File: src/rtl/sint_eq_driver_pkg.sv
// -----------------------------------------------------------------------------
// sint_eq_driver_pkg
//   Shared types and helpers for the signed-equality sweep driver.
//   - state_t : driver FSM states (fixed encodings).
//   - smin/smax : bit patterns of the most negative / most positive signed
//     value of a given width, returned zero-extended in 32 bits. Callers
//     truncate to their operand width.
// -----------------------------------------------------------------------------
package sint_eq_driver_pkg;

    typedef enum logic [1:0] {
        IDLE     = 2'd0,
        DRIVE    = 2'd1,
        WAIT_RSP = 2'd2,
        DONE     = 2'd3
    } state_t;

    // -2^(w-1): MSB set, everything else clear.
    function automatic logic [31:0] smin(input int w);
        return 32'd1 << (w - 1);
    endfunction

    // +2^(w-1)-1: MSB clear, everything else set.
    function automatic logic [31:0] smax(input int w);
        return (32'd1 << (w - 1)) - 32'd1;
    endfunction

endpackage

File: src/rtl/sint_pair_counter.sv
// -----------------------------------------------------------------------------
// sint_pair_counter
//   Nested sweep counter over every ordered pair (i0, i1) of signed WIDTH-bit
//   values, starting at (min, min) and ending at (max, max). i1 is the inner
//   (fast) digit; when it wraps from max back to min, i0 advances. Both digits
//   wrap modulo 2^WIDTH, which in two's complement walks min..-1,0..max.
//
// Ports
//   clk    in   clock, rising edge
//   rst_n  in   asynchronous active-low reset (pair returns to (min, min))
//   clr    in   synchronous clear to (min, min); wins over inc
//   inc    in   advance to the next pair
//   i0     out  outer operand
//   i1     out  inner operand
//   last   out  current pair is (max, max)
// -----------------------------------------------------------------------------
module sint_pair_counter
    import sint_eq_driver_pkg::*;
#(
    parameter int WIDTH = 3
) (
    input  logic             clk,
    input  logic             rst_n,
    input  logic             clr,
    input  logic             inc,
    output logic [WIDTH-1:0] i0,
    output logic [WIDTH-1:0] i1,
    output logic             last
);

    localparam logic [WIDTH-1:0] SMIN = WIDTH'(smin(WIDTH));
    localparam logic [WIDTH-1:0] SMAX = WIDTH'(smax(WIDTH));

    logic [WIDTH-1:0] i0_q;
    logic [WIDTH-1:0] i1_q;
    logic             i1_wrap;

    assign i1_wrap = (i1_q == SMAX);

    always_ff @(posedge clk or negedge rst_n) begin
        if (!rst_n) begin
            i0_q <= SMIN;
            i1_q <= SMIN;
        end else if (clr) begin
            i0_q <= SMIN;
            i1_q <= SMIN;
        end else if (inc) begin
            // Plain binary +1 is the signed successor with modulo wrap,
            // so max+1 lands on min without a special case.
            i1_q <= i1_q + WIDTH'(1);
            if (i1_wrap) begin
                i0_q <= i0_q + WIDTH'(1);
            end
        end
    end

    assign i0   = i0_q;
    assign i1   = i1_q;
    assign last = (i0_q == SMAX) && (i1_q == SMAX);

endmodule

File: src/rtl/sint_eq_driver.sv
// -----------------------------------------------------------------------------
// sint_eq_driver
//   Self-test initiator for a WIDTH-bit signed equality comparator. On start
//   it offers every ordered operand pair over a valid/ready request channel,
//   waits for the 1-bit response of each, compares it against the expected
//   I0==I1 and counts mismatches (saturating). done/pass report the outcome
//   and stay up until the next start.
//
//   One request is outstanding at a time: DRIVE offers a pair, WAIT_RSP
//   waits for its response, then the pair advances. Responses arriving
//   outside WAIT_RSP are ignored.
//
// Optional build macro
//   SINT_EQ_DRIVER_FIRST_FAIL_EN : adds fail_valid/fail_i0/fail_i1, which
//   capture the operand pair of the first mismatch in a sweep.
//
// Ports
//   CLK          in   clock, rising edge
//   ASYNCRESETN  in   asynchronous active-low reset
//   start        in   pulse; starts a sweep from IDLE or DONE
//   I0, I1       out  operand pair to the comparator
//   req_valid    out  request valid (I0/I1 stable while not accepted)
//   req_ready    in   comparator accepts the request
//   rsp_valid    in   comparator response valid
//   rsp_eq       in   comparator result, 1 = equal
//   busy         out  sweep in progress
//   done         out  sweep finished, held until next start
//   pass         out  done with zero mismatches
//   err_count    out  mismatch count, saturates at all-ones
//   fail_valid   out  (optional) a mismatch has been captured this sweep
//   fail_i0/i1   out  (optional) operand pair of the first mismatch
// -----------------------------------------------------------------------------
module sint_eq_driver
    import sint_eq_driver_pkg::*;
#(
    parameter int WIDTH = 3,
    parameter int CNT_W = 2*WIDTH + 1
) (
    input  logic             CLK,
    input  logic             ASYNCRESETN,
    input  logic             start,
    output logic [WIDTH-1:0] I0,
    output logic [WIDTH-1:0] I1,
    output logic             req_valid,
    input  logic             req_ready,
    input  logic             rsp_valid,
    input  logic             rsp_eq,
    output logic             busy,
    output logic             done,
    output logic             pass,
    output logic [CNT_W-1:0] err_count
`ifdef SINT_EQ_DRIVER_FIRST_FAIL_EN
    ,
    output logic             fail_valid,
    output logic [WIDTH-1:0] fail_i0,
    output logic [WIDTH-1:0] fail_i1
`endif
);

    state_t           state_q;
    state_t           state_d;
    logic             pair_clr;
    logic             pair_inc;
    logic             pair_last;
    logic             exp_q;
    logic [CNT_W-1:0] err_q;
    logic             rsp_take;
    logic             mismatch;

    // -------------------------------------------------------------------------
    // Operand sweep
    // -------------------------------------------------------------------------
    sint_pair_counter #(
        .WIDTH (WIDTH)
    ) u_pair (
        .clk   (CLK),
        .rst_n (ASYNCRESETN),
        .clr   (pair_clr),
        .inc   (pair_inc),
        .i0    (I0),
        .i1    (I1),
        .last  (pair_last)
    );

    // -------------------------------------------------------------------------
    // FSM
    // -------------------------------------------------------------------------
    always_ff @(posedge CLK or negedge ASYNCRESETN) begin
        if (!ASYNCRESETN) begin
            state_q <= IDLE;
        end else begin
            state_q <= state_d;
        end
    end

    always_comb begin
        state_d   = state_q;
        pair_clr  = 1'b0;
        pair_inc  = 1'b0;
        req_valid = 1'b0;
        busy      = 1'b0;
        done      = 1'b0;
        case (state_q)
            IDLE: begin
                if (start) begin
                    state_d  = DRIVE;
                    pair_clr = 1'b1;
                end
            end
            DRIVE: begin
                req_valid = 1'b1;
                busy      = 1'b1;
                if (req_ready) begin
                    state_d = WAIT_RSP;
                end
            end
            WAIT_RSP: begin
                busy = 1'b1;
                if (rsp_valid) begin
                    if (pair_last) begin
                        state_d = DONE;
                    end else begin
                        pair_inc = 1'b1;
                        state_d  = DRIVE;
                    end
                end
            end
            DONE: begin
                done = 1'b1;
                if (start) begin
                    state_d  = DRIVE;
                    pair_clr = 1'b1;
                end
            end
            default: begin
                state_d = IDLE;
            end
        endcase
    end

    // -------------------------------------------------------------------------
    // Expected value and error counter
    // -------------------------------------------------------------------------
    // The expected result is captured at the handshake so the check does not
    // depend on the operands still being on I0/I1 when the response returns.
    always_ff @(posedge CLK or negedge ASYNCRESETN) begin
        if (!ASYNCRESETN) begin
            exp_q <= 1'b0;
        end else if (state_q == DRIVE && req_ready) begin
            exp_q <= (I0 == I1);
        end
    end

    assign rsp_take = (state_q == WAIT_RSP) && rsp_valid;
    assign mismatch = rsp_take && (rsp_eq != exp_q);

    always_ff @(posedge CLK or negedge ASYNCRESETN) begin
        if (!ASYNCRESETN) begin
            err_q <= '0;
        end else if (pair_clr) begin
            err_q <= '0;
        end else if (mismatch && (err_q != {CNT_W{1'b1}})) begin
            err_q <= err_q + CNT_W'(1);
        end
    end

    assign err_count = err_q;
    assign pass      = done && (err_q == '0);

    // -------------------------------------------------------------------------
    // First-failure capture
    // -------------------------------------------------------------------------
`ifdef SINT_EQ_DRIVER_FIRST_FAIL_EN
    logic             fail_vld_q;
    logic [WIDTH-1:0] fail_i0_q;
    logic [WIDTH-1:0] fail_i1_q;

    // Operands advance on the same edge the response is consumed, so I0/I1
    // still hold the pair under test while mismatch is evaluated.
    always_ff @(posedge CLK or negedge ASYNCRESETN) begin
        if (!ASYNCRESETN) begin
            fail_vld_q <= 1'b0;
            fail_i0_q  <= '0;
            fail_i1_q  <= '0;
        end else if (pair_clr) begin
            fail_vld_q <= 1'b0;
            fail_i0_q  <= '0;
            fail_i1_q  <= '0;
        end else if (mismatch && !fail_vld_q) begin
            fail_vld_q <= 1'b1;
            fail_i0_q  <= I0;
            fail_i1_q  <= I1;
        end
    end

    assign fail_valid = fail_vld_q;
    assign fail_i0    = fail_i0_q;
    assign fail_i1    = fail_i1_q;
`endif

endmodule

File: config.mk
export PLATFORM = sky130hd
export DESIGN_NAME = sint_eq_driver
export DESIGN_NICKNAME = d
export VERILOG_FILES = /design/src/rtl/sint_eq_driver_pkg.sv /design/src/rtl/sint_pair_counter.sv /design/src/rtl/sint_eq_driver.sv
export SDC_FILE = /design/constraint.sdc
export NUM_CORES = 1
export LEC_CHECK = 0
export CORE_UTILIZATION = 31
export CTS_CLUSTER_SIZE = 28
export DETAILED_ROUTE_END_ITERATION = 7
export GPL_TIMING_DRIVEN = 0
export PLACE_DENSITY = 0.62
export SYNTH_ARGS = -nofsm -noshare
export SYNTH_HDL_FRONTEND = slang
export SYNTH_SLANG_ARGS = --single-unit
File: constraint.sdc
create_clock -name CLK -period 1.8 [get_ports CLK]
set_input_delay 0.18 -clock CLK [delete_from_list [all_inputs] [get_ports CLK]]
set_output_delay 0.18 -clock CLK [all_outputs]
set_load 0.01 [all_outputs]
# ---- After elaboration in Yosys (flattened, before gate mapping)
# Index checks and enable logic that the tools add are counted.
dict set report totals {
  regBits 16
  word_cells 54
  in_bits 6
}
dict set report op_classes {
  eq_ne 11
  n_reduce_logical 15
  n_addsub 3
  n_mux 20
}
# cell count
set op_table {}
lappend op_table {{3-bit 2-to-1 mux} 5}
lappend op_table {{7-bit 2-to-1 mux} 2}
lappend op_table {{1-bit 2-to-1 mux} 8}
lappend op_table {{2-bit 2-to-1 mux} 4}
lappend op_table {{7-bit by 1-bit adder with 7-bit output (second input constant)} 1}
lappend op_table {{7-bit logical NOT} 1}
lappend op_table {{7-bit inequality test (second input constant)} 1}
lappend op_table {{3-bit by 1-bit adder with 3-bit output (second input constant)} 2}
lappend op_table {{3-bit by 2-bit == test with 1-bit output (second input constant)} 2}
lappend op_table {{1-bit logical AND} 6}
lappend op_table {{2-bit one-hot mux with 3 select lines} 1}
lappend op_table {{2-bit nonzero test} 3}
lappend op_table {{2-bit == test (second input constant)} 2}
lappend op_table {{2-bit inequality test (second input constant)} 2}
lappend op_table {{2-bit OR reduction} 2}
lappend op_table {{3-bit == test} 1}
lappend op_table {{3-bit AND reduction} 1}
lappend op_table {{2-bit by 1-bit == test with 1-bit output (second input constant)} 1}
lappend op_table {{2-bit logical NOT} 1}
lappend op_table {{2-bit by 1-bit inequality test with 1-bit output (second input constant)} 1}
lappend op_table {{2-bit AND reduction} 1}
lappend op_table {{1-bit inequality test} 1}

# ---- Depth between registers and ports, before layout
dict set report depth {
  depth_word 7
  ltp_mapped 5
  ltp_nobuf 5
}

# ---- By module
# A second synthesis with hierarchy kept.
dict set report unflattened {
  cells_unflattened 99
  hier_area_um2 999.7
}
# mod area_per_inst_um2 n_inst cells_per_inst seq_area_each_um2
set by_module_without_submodules {}
lappend by_module_without_submodules {sint_eq_driver 655.6 1 69 250.2}
lappend by_module_without_submodules {sint_pair_counter 344.1 1 30 152.6}

# ---- Worst setup path before layout
# No wires, ideal clock.
dict set report synth_path {
  path_type {reg-to-reg}
  start {reg u_pair.i0_q[0] (netlist: u_pair.i0[0])}
  end {reg u_pair.i1_q[0] (netlist: u_pair.i1[0])}
  n_path_buf 0
  path_stages_with_launch 6
  t_arrival_ns 1.434
  required_ns 1.722
  path_slack_ns 0.289
  cell_sequence {dfrtp_1 -> ha_1 -> ha_1 -> and2_1 -> or3_1 -> a21oi_1}
}
dict set report synth_between {
  elab_chain_cells 6
}
# element line
set synth_lines {}
lappend synth_lines {{start, declared} sint_pair_counter.sv:34} ;# logic [WIDTH-1:0] i0_q;
lappend synth_lines {{start signal, assigned} sint_pair_counter.sv:52} ;# i0_q <= i0_q + WIDTH'(1);
lappend synth_lines {{3-bit by 2-bit == test with 1-bit output} sint_pair_counter.sv:59} ;# assign last = (i0_q == SMAX) && (i1_q == SMAX);
lappend synth_lines {{1-bit logical AND} sint_pair_counter.sv:59}
lappend synth_lines {{1-bit 2-to-1 mux} sint_eq_driver.sv:120} ;# if (pair_last) begin
lappend synth_lines {{1-bit 2-to-1 mux} sint_eq_driver.sv:119} ;# if (rsp_valid) begin
lappend synth_lines {{1-bit 2-to-1 mux} sint_eq_driver.sv:103} ;# case (state_q)
lappend synth_lines {{2-bit nonzero test (no source line)} -}
lappend synth_lines {{end signal, assigned} sint_pair_counter.sv:50} ;# i1_q <= i1_q + WIDTH'(1);
lappend synth_lines {{end, declared} sint_pair_counter.sv:35} ;# logic [WIDTH-1:0] i1_q;
# No other way between the ends.
# A chain may end at the register's enable or synchronous reset.

# ---- Final worst setup path
dict set report layout_path {
  start {reg state_q[0]}
  end {out done}
}
dict set report layout_between {
  elab_chain_cells 2
}
# element line
set layout_lines {}
lappend layout_lines {{start, declared} sint_eq_driver.sv:60} ;# state_t state_q;
lappend layout_lines {{start signal, assigned} sint_eq_driver.sv:92} ;# state_q <= state_d;
lappend layout_lines {{2-bit == test} sint_eq_driver.sv:103}
lappend layout_lines {{1-bit 2-to-1 mux} sint_eq_driver.sv:103}
lappend layout_lines {{end, declared} sint_eq_driver.sv:49} ;# output logic done,
# No other way between the ends.

==> summary.txt <==
Setup path
  – Worst-path fanout max: 2
  – Setup CP Type: register to output port
  – Critical Path Sink: done
  – Crit path launch type: register
  – Buf+Inv Stages, Crit Path: 2
  – Critical-path cell list: buf_4 > ha_1 > clkdlybuf4s50_1
  – Arrival time worst endpoint: 1.52 ns
  – R2R Path Start: u_pair.i1[0]
  – R2r setup slk: 0.17 ns
  – FF-to-FF End: u_pair.i1[0]
  – CP Depth: 3
  – Critical path's top delay family: buffers and inverters
  – Worst reg-to-reg path cell count: 5
  – CP max-delay cell: clkdlybuf4s50_1
  – CP endpoint kind: output port
  – CP startpoint: state_q[0]
  – Slowest Stage Delay on Critical Path: 0.48 ns
  – CP required: 1.62 ns

Timing
  – Slew @ Worst Pin: 0.7508 ns
  – TNS Setup: 0 ns
  – Peak Freq: 588.0 MHz
  – Setup violators final: 0
  – RSZ-0062 raised after global routing: no
  – Final Hold Viols: 0
  – Max-slew violations: 0
  – Setup Skew: 0.009296 ns
  – Final Cycle Share: 94.47%
  – Slew Limit Headroom: 49.79%
  – Fin crit period: 1.701 ns

Synth
  – Seq/Total Area, Yosys: 39.90%
  – Cell count after synthesis: 102
  – Yosys cell types: 35
  – Syn avg cell area: 9.899 sq um
  – Syn_nets: 117
  – Most frequently used flop master after synthesis: dfrtp_1
  – Number of synthesized flops with an enable pin: 0
  – Number of synthesized register bits: 16
  – FFs w/ async S/R, synth: 100.0%
  – Post-Syn Area: 1010 sq um
  – YS warnings: 0

Routing
  – Via count: 885
  – Residual DRC: 0
  – 1st-iter DRT viols: 10
  – Vias per cell: 5.145
  – WL per Instance: 13.63 um
  – WL final: 2345 um
  – ANT nets after route: 0
  – Drt pass-1 iters: 4

Final layout
  – Final nets: 145
  – Most common cell after layout, fill and taps aside: clkdlybuf4s50_1
  – Layout cells sized above 1: 10.94%
  – Antenna fix cells: 0
  – Most frequent cells in the layout: clkdlybuf4s50_1 (19), dfrtp_1 (14), nand2_1 (10)
  – Area grow syn2layout: 31.72%

Job
  – # Max-Cap Violations: 0

Power
  – Comb power frac: 52.5%
  – Power Internal: 0.8880 mW
  – Seq pwr share: 34.3%
  – Sw Ratio: 39.88%
  – Clock share of power: 13.2%
  – Peak VDD IR: 426.3 uV
  – Net Sw Power: 0.5891 mW
  – Static leakage: 0.6227 nW
  – PwrDens: 1111 nW/um^2
  – Post-layout power: 1.477 mW

Global routing
  – Total grt overflow: 0
  – Pin count of the biggest net entering global routing: 17
  – Vias in the first global route: 843
  – Global-route wire length before repair: 3953 um
  – Antenna violations before repair: 0
  – GRT Util Overall: 15.04%

Clock tree
  – CTS tree: done
  – CTS Root Cell: clkbuf_4
  – Post-CTS Hold Fix Bufs: 0
  – Clock Path Buffers: 2
  – Worst skew pair latency: 0.29 ns
  – Clock buffer count from CTS: 3
  – Clock transition at the registers of the reported paths: 0.10 ns
  – Clock sink count: 16
  – H-tree levels: 1

Floorplanning
  – Core area: 3078 sq um
  – I/O pins: 23
  – Die Ht: 59.07 um
  – Num rows: 20
  – Die Span X: 59.07 um
  – Initial core utilization: 32.80%
  – Die footprint: 3489 sq um

Placement
  – IO buf count: 22
  – GPL Wtd Cong: 0.8376
  – Post-DP HPWL: 1717 um

Status
  – Status: finished, final reports clean

Worst hold path
  – Worst min path class: input port to asynchronous set/reset pin
how the worst min path moves through the flow:
stage | depth (start not counted) | slack, ns | to
finish | 1 | 0.32 | err_count[6]
CTS | 1 | 0.35 | err_count[5]
floorplan | 0 | -0.12 | err_count[0]
detailed placement | 2 | 0.53 | exp_q
global route | 1 | 0.41 | err_count[5]
global placement | 2 | 0.53 | u_pair.i0[2]
flip-flops by register name (all words and copies together) (netlist names):
name / flops
err_count: 7
u_pair.i0: 3
u_pair.i1: 3
state_q: 2
exp_q: 1
power by group through the flow:
stage,combinational [mW],sequential [mW],clock (mW)
6_report,0.775,0.507,0.195
5_1_grt,0.871,0.519,0.220
4_1_cts,0.768,0.506,0.203
3_5_place_dp,0.767,0.516,0
3_3_place_gp,0.750,0.516,0
2_1_floorplan,0.456,0.518,0
cell families (layout without fill, tap and decap cells):
family | count (synthesis) | in the layout | share of synthesized area, %
simple gates | 33 | 33 | 17.84
mux | 5 | 5 | 4.957
fa+ha+maj | 9 | 9 | 11.15
xor+xnor | 6 | 6 | 5.204
buf+inv | 9 | 35 | 3.345
compound gates | 24 | 24 | 17.60
flops | 16 | 16 | 39.90
routing by layer:
layer / vias up / track usage [%] / routed length [um]
li1: 431 / - / -
met1: 432 / 19.43 / 1106
met2: 20 / 24.84 / 1133
met3: 2 / 2.620 / 93
met4: 0 / 6.122 / 11
met5: - / 0 / 0
metrics by stage:
stage | hold slack, ns | setup slack, ns | std cells | utilization (%) | cell area [sq um]
after global placement | 0.5254 | 0.09242 | 168 | 41.75 | 1285
after global routing | 0.4099 | 0.03152 | 172 | 43.21 | 1330
after CTS | 0.3548 | 0.02388 | 172 | 42.89 | 1320
after detailed placement | 0.5292 | 0.07288 | 168 | 41.75 | 1285
after floorplan | -0.1156 | 0.2887 | 102 | - | 1010
final | 0.3217 | 0.09945 | 172 | 43.21 | 1330
cells in the mapped netlist (all sizes together) (2+ instances only):
library cell / n / area share (%)
dfstp: 2 / 5.2
and3: 4 / 2.5
o21ai: 3 / 1.5
mux2i: 5 / 5.0
a211oi: 4 / 3.5
a21oi: 3 / 1.5
dfrtp: 14 / 35
nand2b: 2 / 1.2
ha: 9 / 11
a31oi: 3 / 1.9
o22ai: 2 / 1.2
inv: 8 / 3.0
nand2: 11 / 4.3
and4: 2 / 1.9
and2: 4 / 2.5
nor2: 5 / 1.9
o221a: 2 / 2.2
xor2: 5 / 4.3
cell type report:
cell class,count,area (sq um)
Sequential cell,16,402.9
Multi-Input combinational cell,77,591.8
Clock buffer,3,22.52
Buffer,1,3.754
Tap cell,44,55.05
Timing Repair Buffer,23,224.0
Fill cell,320,1748
Inverter,8,30.03
timing repair:
item / 4_1_cts / 5_1_grt
setup endpoints to repair: 2 / 3
gates resized for setup: 4 / 5
hold endpoints to repair: 0 / 0
pin swaps: 0 / 1
setup buffers: 1 / 0
No activity file was read; power rests on OpenSTA's default activity.
==> edit 1: new RTL, same settings <==
`WIDTH` is set to 3 in 2 places; all go to 6.
--- a/src/rtl/sint_pair_counter.sv
+++ b/src/rtl/sint_pair_counter.sv
@@ -17,7 +17,7 @@
 module sint_pair_counter
     import sint_eq_driver_pkg::*;
 #(
-    parameter int WIDTH = 3
+    parameter int WIDTH = 6
 ) (
     input  logic             clk,
     input  logic             rst_n,
--- a/src/rtl/sint_eq_driver.sv
+++ b/src/rtl/sint_eq_driver.sv
@@ -33,7 +33,7 @@
 module sint_eq_driver
     import sint_eq_driver_pkg::*;
 #(
-    parameter int WIDTH = 3,
+    parameter int WIDTH = 6,
     parameter int CNT_W = 2*WIDTH + 1
 ) (
     input  logic             CLK,
Interface: changed (resized I0, I1 and err_count); port bits go from 23 to 35. No check against the original RTL was run, so the function may have changed too.
==> edit 1 against the unedited design <==
The run now ends with negative setup slack left; routed wire length is 110% higher; setup slack got worse by 0.10 ns; clock power rose to 2.6 times the old value; critical path depth unchanged; area after synthesis increased by 75%; maximum frequency down 5.6%; sequential cell count up 12; via count increased by 97%; cell area grew 87%; power is 50% higher; core utilization is 1.9 points higher; sequential share of layout area shrank 1.6 points; critical path type unchanged.
==> edit 1: results <==
metrics = {
    "run_status": {
        "status": "complete, but fails checks",
        "violations": "negative setup slack",
    },
    "worst_setup_path": {
        "cp_data_arrival_time_ns": 1.62,
        "cpPeakStageDelay_ns": 0.54,
        "cp-startpoint": "err_count[8]",
        "critPathTopFamily": "simple AND/OR/NAND/NOR gates",
        "crit_end": "pass",
    },
    "routing": {
        "met3_length_um": 150,
        "drt_iter0_drc": 73,
        "wl_um": 4830,
        "wirelength_met1_um": 2420,
    },
    "sta": {
        "maxSlewHeadroom_pct": 55.7,
        "fin_ws_ns": -0.00125,
        "finalSetupViolCount": 1,
        "fin_worst_skew_ns": 0.00203,
    },
    "final_layout": {
        "sequential_cell_total": 28,
        "nMultiInputCombCells": 154,
        "buffers": 53,
        "buffer_area_share_pct": 19.1,
        "multiInputGateArea_um2": 1090,
        "fillers": 541,
        "drive_gt1_share_pct": 22.3,
        "inverters_excl_clock": 12,
    },
    "power_and_ir_drop": {
        "swShare_pct": 36.1,
        "peakVddDrop_mv": 0.558,
        "clkPwrFrac_pct": 23.2,
        "p_leak_nw": 0.977,
    },
    "yosys": {
        "synth_common_cells": "dfrtp_1 (26), a21oi_1 (16), nand2_1 (15)",
        "synthTopCellsByArea": "dfrtp_1 (37%), ha_1 (5.0%), a21oi_1 (4.5%), nand3_1 (4.0%), nor4_1 (3.5%)",
        "ys_types": 44,
        "synth_mux_area_share_pct": 1.13,
        "synth-seq-area-share_pct": 39.7,
        "yosys.area_share.adder_pct": 4.95,
    },
    "die": {
        "die_area_um2": 6010,
    },
    "global_routing": {
        "grt_util_met3_pct": 2.94,
        "met1_usage_pct": 24.0,
        "grt_pass1_vias": 1566,
        "grtUsageTotal_pct": 16.6,
    },
    "clock_network": {
        "cts_resized": 23,
    },
    "place": {
        "dp_hpwl_um": 3230,
        "gp_congestion": 0.807,
    },
}
edit 1: cell count changes after synthesis, sizes merged, moves of 5 or more:
cell,unedited run,this run
a21oi,3,16
dfrtp,14,26
nand3,1,14
nand4,0,8
nor2,5,10
nor3,0,7
nor4,0,10
o21ai,3,9
edit 1: through the flow:
step	worst slack [ns]	setup TNS [ns]	hold slack [ns]	cells	util (%)
after floorplan	0.00843	0	-0.116	200	-
after global placement	-0.291	-3.94	0.529	306	40.0
after detailed placement	-0.308	-4.41	0.541	306	40.0
after CTS	-0.0346	-0.0589	0.558	316	43.1
after global routing	-0.0702	-0.145	0.497	323	45.1
final	-0.00125	-0.00125	0.451	323	45.1
edit 1: worst reg2reg max path, cell delays in order (launching register included):
cell and delay [ns]:
dfrtp_2 0.39, buf_4 0.15, nand4_1 0.14, or4_4 0.54
buf_6 0.15, and4_1 0.20, nor3_2 0.13
==> edit 2: new RTL, config.mk and constraints unchanged <==
Made on the original files. The 4 states of `state_t` get a one-hot encoding in 4 bits.
--- a/src/rtl/sint_eq_driver_pkg.sv
+++ b/src/rtl/sint_eq_driver_pkg.sv
@@ -8,11 +8,11 @@
 // -----------------------------------------------------------------------------
 package sint_eq_driver_pkg;
 
-    typedef enum logic [1:0] {
-        IDLE     = 2'd0,
-        DRIVE    = 2'd1,
-        WAIT_RSP = 2'd2,
-        DONE     = 2'd3
+    typedef enum logic [3:0] {
+        IDLE     = 4'b0001,
+        DRIVE    = 4'b0010,
+        WAIT_RSP = 4'b0100,
+        DONE     = 4'b1000
     } state_t;
 
     // -2^(w-1): MSB set, everything else clear.
Function: no difference found for any inputs over 10 cycles, from zero or initial values and one cycle with ASYNCRESETN low; not proved beyond that.
==> edit 2 against the unedited design <==
Power down 21%; sequential cell count up 2; synthesized cell count increased by 7.8%; core utilization grew 1.4 points; cell area up 13%; highest routed layer unchanged; combinational power down 49%; area after synthesis grew 8.7%; largest cell class unchanged; setup slack lost 0.067 ns; count of clock-buffer cells in the layout is 1 higher; routed wire length rose by 7.0%.
==> edit 2: results <==
metrics = {
    "yosys": {
        "ys_types": 41,
        "synth_common_cells": "dfrtp_1 (15), nor2_1 (9), inv_1 (7)",
        "synth_area_per_cell_um2": 9.98,
        "synth-seq-area-share_pct": 41.4,
        "synthTopCellsByArea": "dfrtp_1 (34%), dfstp_2 (7.2%), ha_1 (6.8%), xor2_1 (4.8%), nor2_1 (3.1%)",
        "synth_nets": 122,
    },
    "final_layout": {
        "drive_gt1_share_pct": 23.8,
        "layout.nets": 156,
        "multiInputGateArea_um2": 632,
    },
    "routing": {
        "vias_per_cell": 4.99,
        "wirelength_met1_um": 1080,
        "detail_route.wl_per_cell_um": 13.3,
        "met3_length_um": 73,
    },
    "global_routing": {
        "grt_pass1_wl_um": 4330,
        "grtUsageTotal_pct": 15.6,
        "met1_usage_pct": 19.3,
        "grt_util_met3_pct": 2.31,
        "grt_pass1_vias": 967,
        "grtUsageMet2_pct": 27.6,
    },
    "power_and_ir_drop": {
        "p_leak_nw": 0.692,
        "intPower_w": 0.000777,
    },
    "worst_setup_path": {
        "cp_data_arrival_time_ns": 1.59,
        "path_max_fanout": 3,
        "slowest_stage": "or3_4",
        "critPathTopFamily": "simple AND/OR/NAND/NOR gates",
    },
    "sta": {
        "maxSlewHeadroom_pct": 46.8,
        "fin_worst_skew_ns": 0.00130,
    },
    "place": {
        "dp_slack_ns": -0.282,
        "gp_congestion": 0.794,
        "place_area_um2": 1380,
        "dp.cells": 178,
    },
    "run_status": {
        "status": "finished, final reports clean",
    },
}
[edit 2: cell types whose count changed after synthesis, sizes merged, moves of 3 or more]
cell,delta
nor4,+3
nand2,-5
nand3,+6
a221o,+3
mux2i,-4
o21ai,+3
buf,+3
nor2,+5
ha,-3
a211oi,-4
[edit 2: path summary, 6_finish.rpt]
check / start / endpoint / slack (ns) / cells after the start
max: state_q[3] / pass / 0.03 / 6
min: ASYNCRESETN / u_pair.i0[0] / 0.35 / 1
max reg2reg: err_count[1] / err_count[3] / 0.10 / 5
min reg2reg: u_pair.i0[2] / u_pair.i0[2] / 0.54 / 2
max in group asynchronous: ASYNCRESETN / state_q[2] / 0.91 / 1
min in group CLK: req_ready / state_q[1] / 0.54 / 2
[edit 2: power groups by stage]
stage | logic [W] | clock network, W | registers [W]
after floorplan | 0.000250 | 0 | 0.000508
after global placement | 0.000361 | 0 | 0.000511
after detailed placement | 0.000368 | 0 | 0.000516
after CTS | 0.000364 | 0.000251 | 0.000531
after global routing | 0.000442 | 0.000271 | 0.000544
final | 0.000395 | 0.000242 | 0.000533
[edit 2: layout make-up]
type	instances	share of cell area (%)
multi-input combinational	82	42.2
sequential	18	30.5
timing repair buffer	30	18.1
tap	46	3.84
clock buffer	4	2.42
inverter	7	1.75
buffer	2	1.25
[edit 2: repair_timing]
action | in CTS | in global routing
gates resized for setup | 14 | 9
pin swaps | 3 | 3
setup endpoints to repair | 8 | 6
hold buffers | 0 | 0
setup buffers | 5 | 3
[edit 2: cell families after synthesis]
group / synth area share [%]
compound gates: 13.1
xor+xnor: 6.27
fa+ha+maj: 6.84
buf+inv: 3.76
flops: 41.4
mux: 2.96
simple gates: 25.7
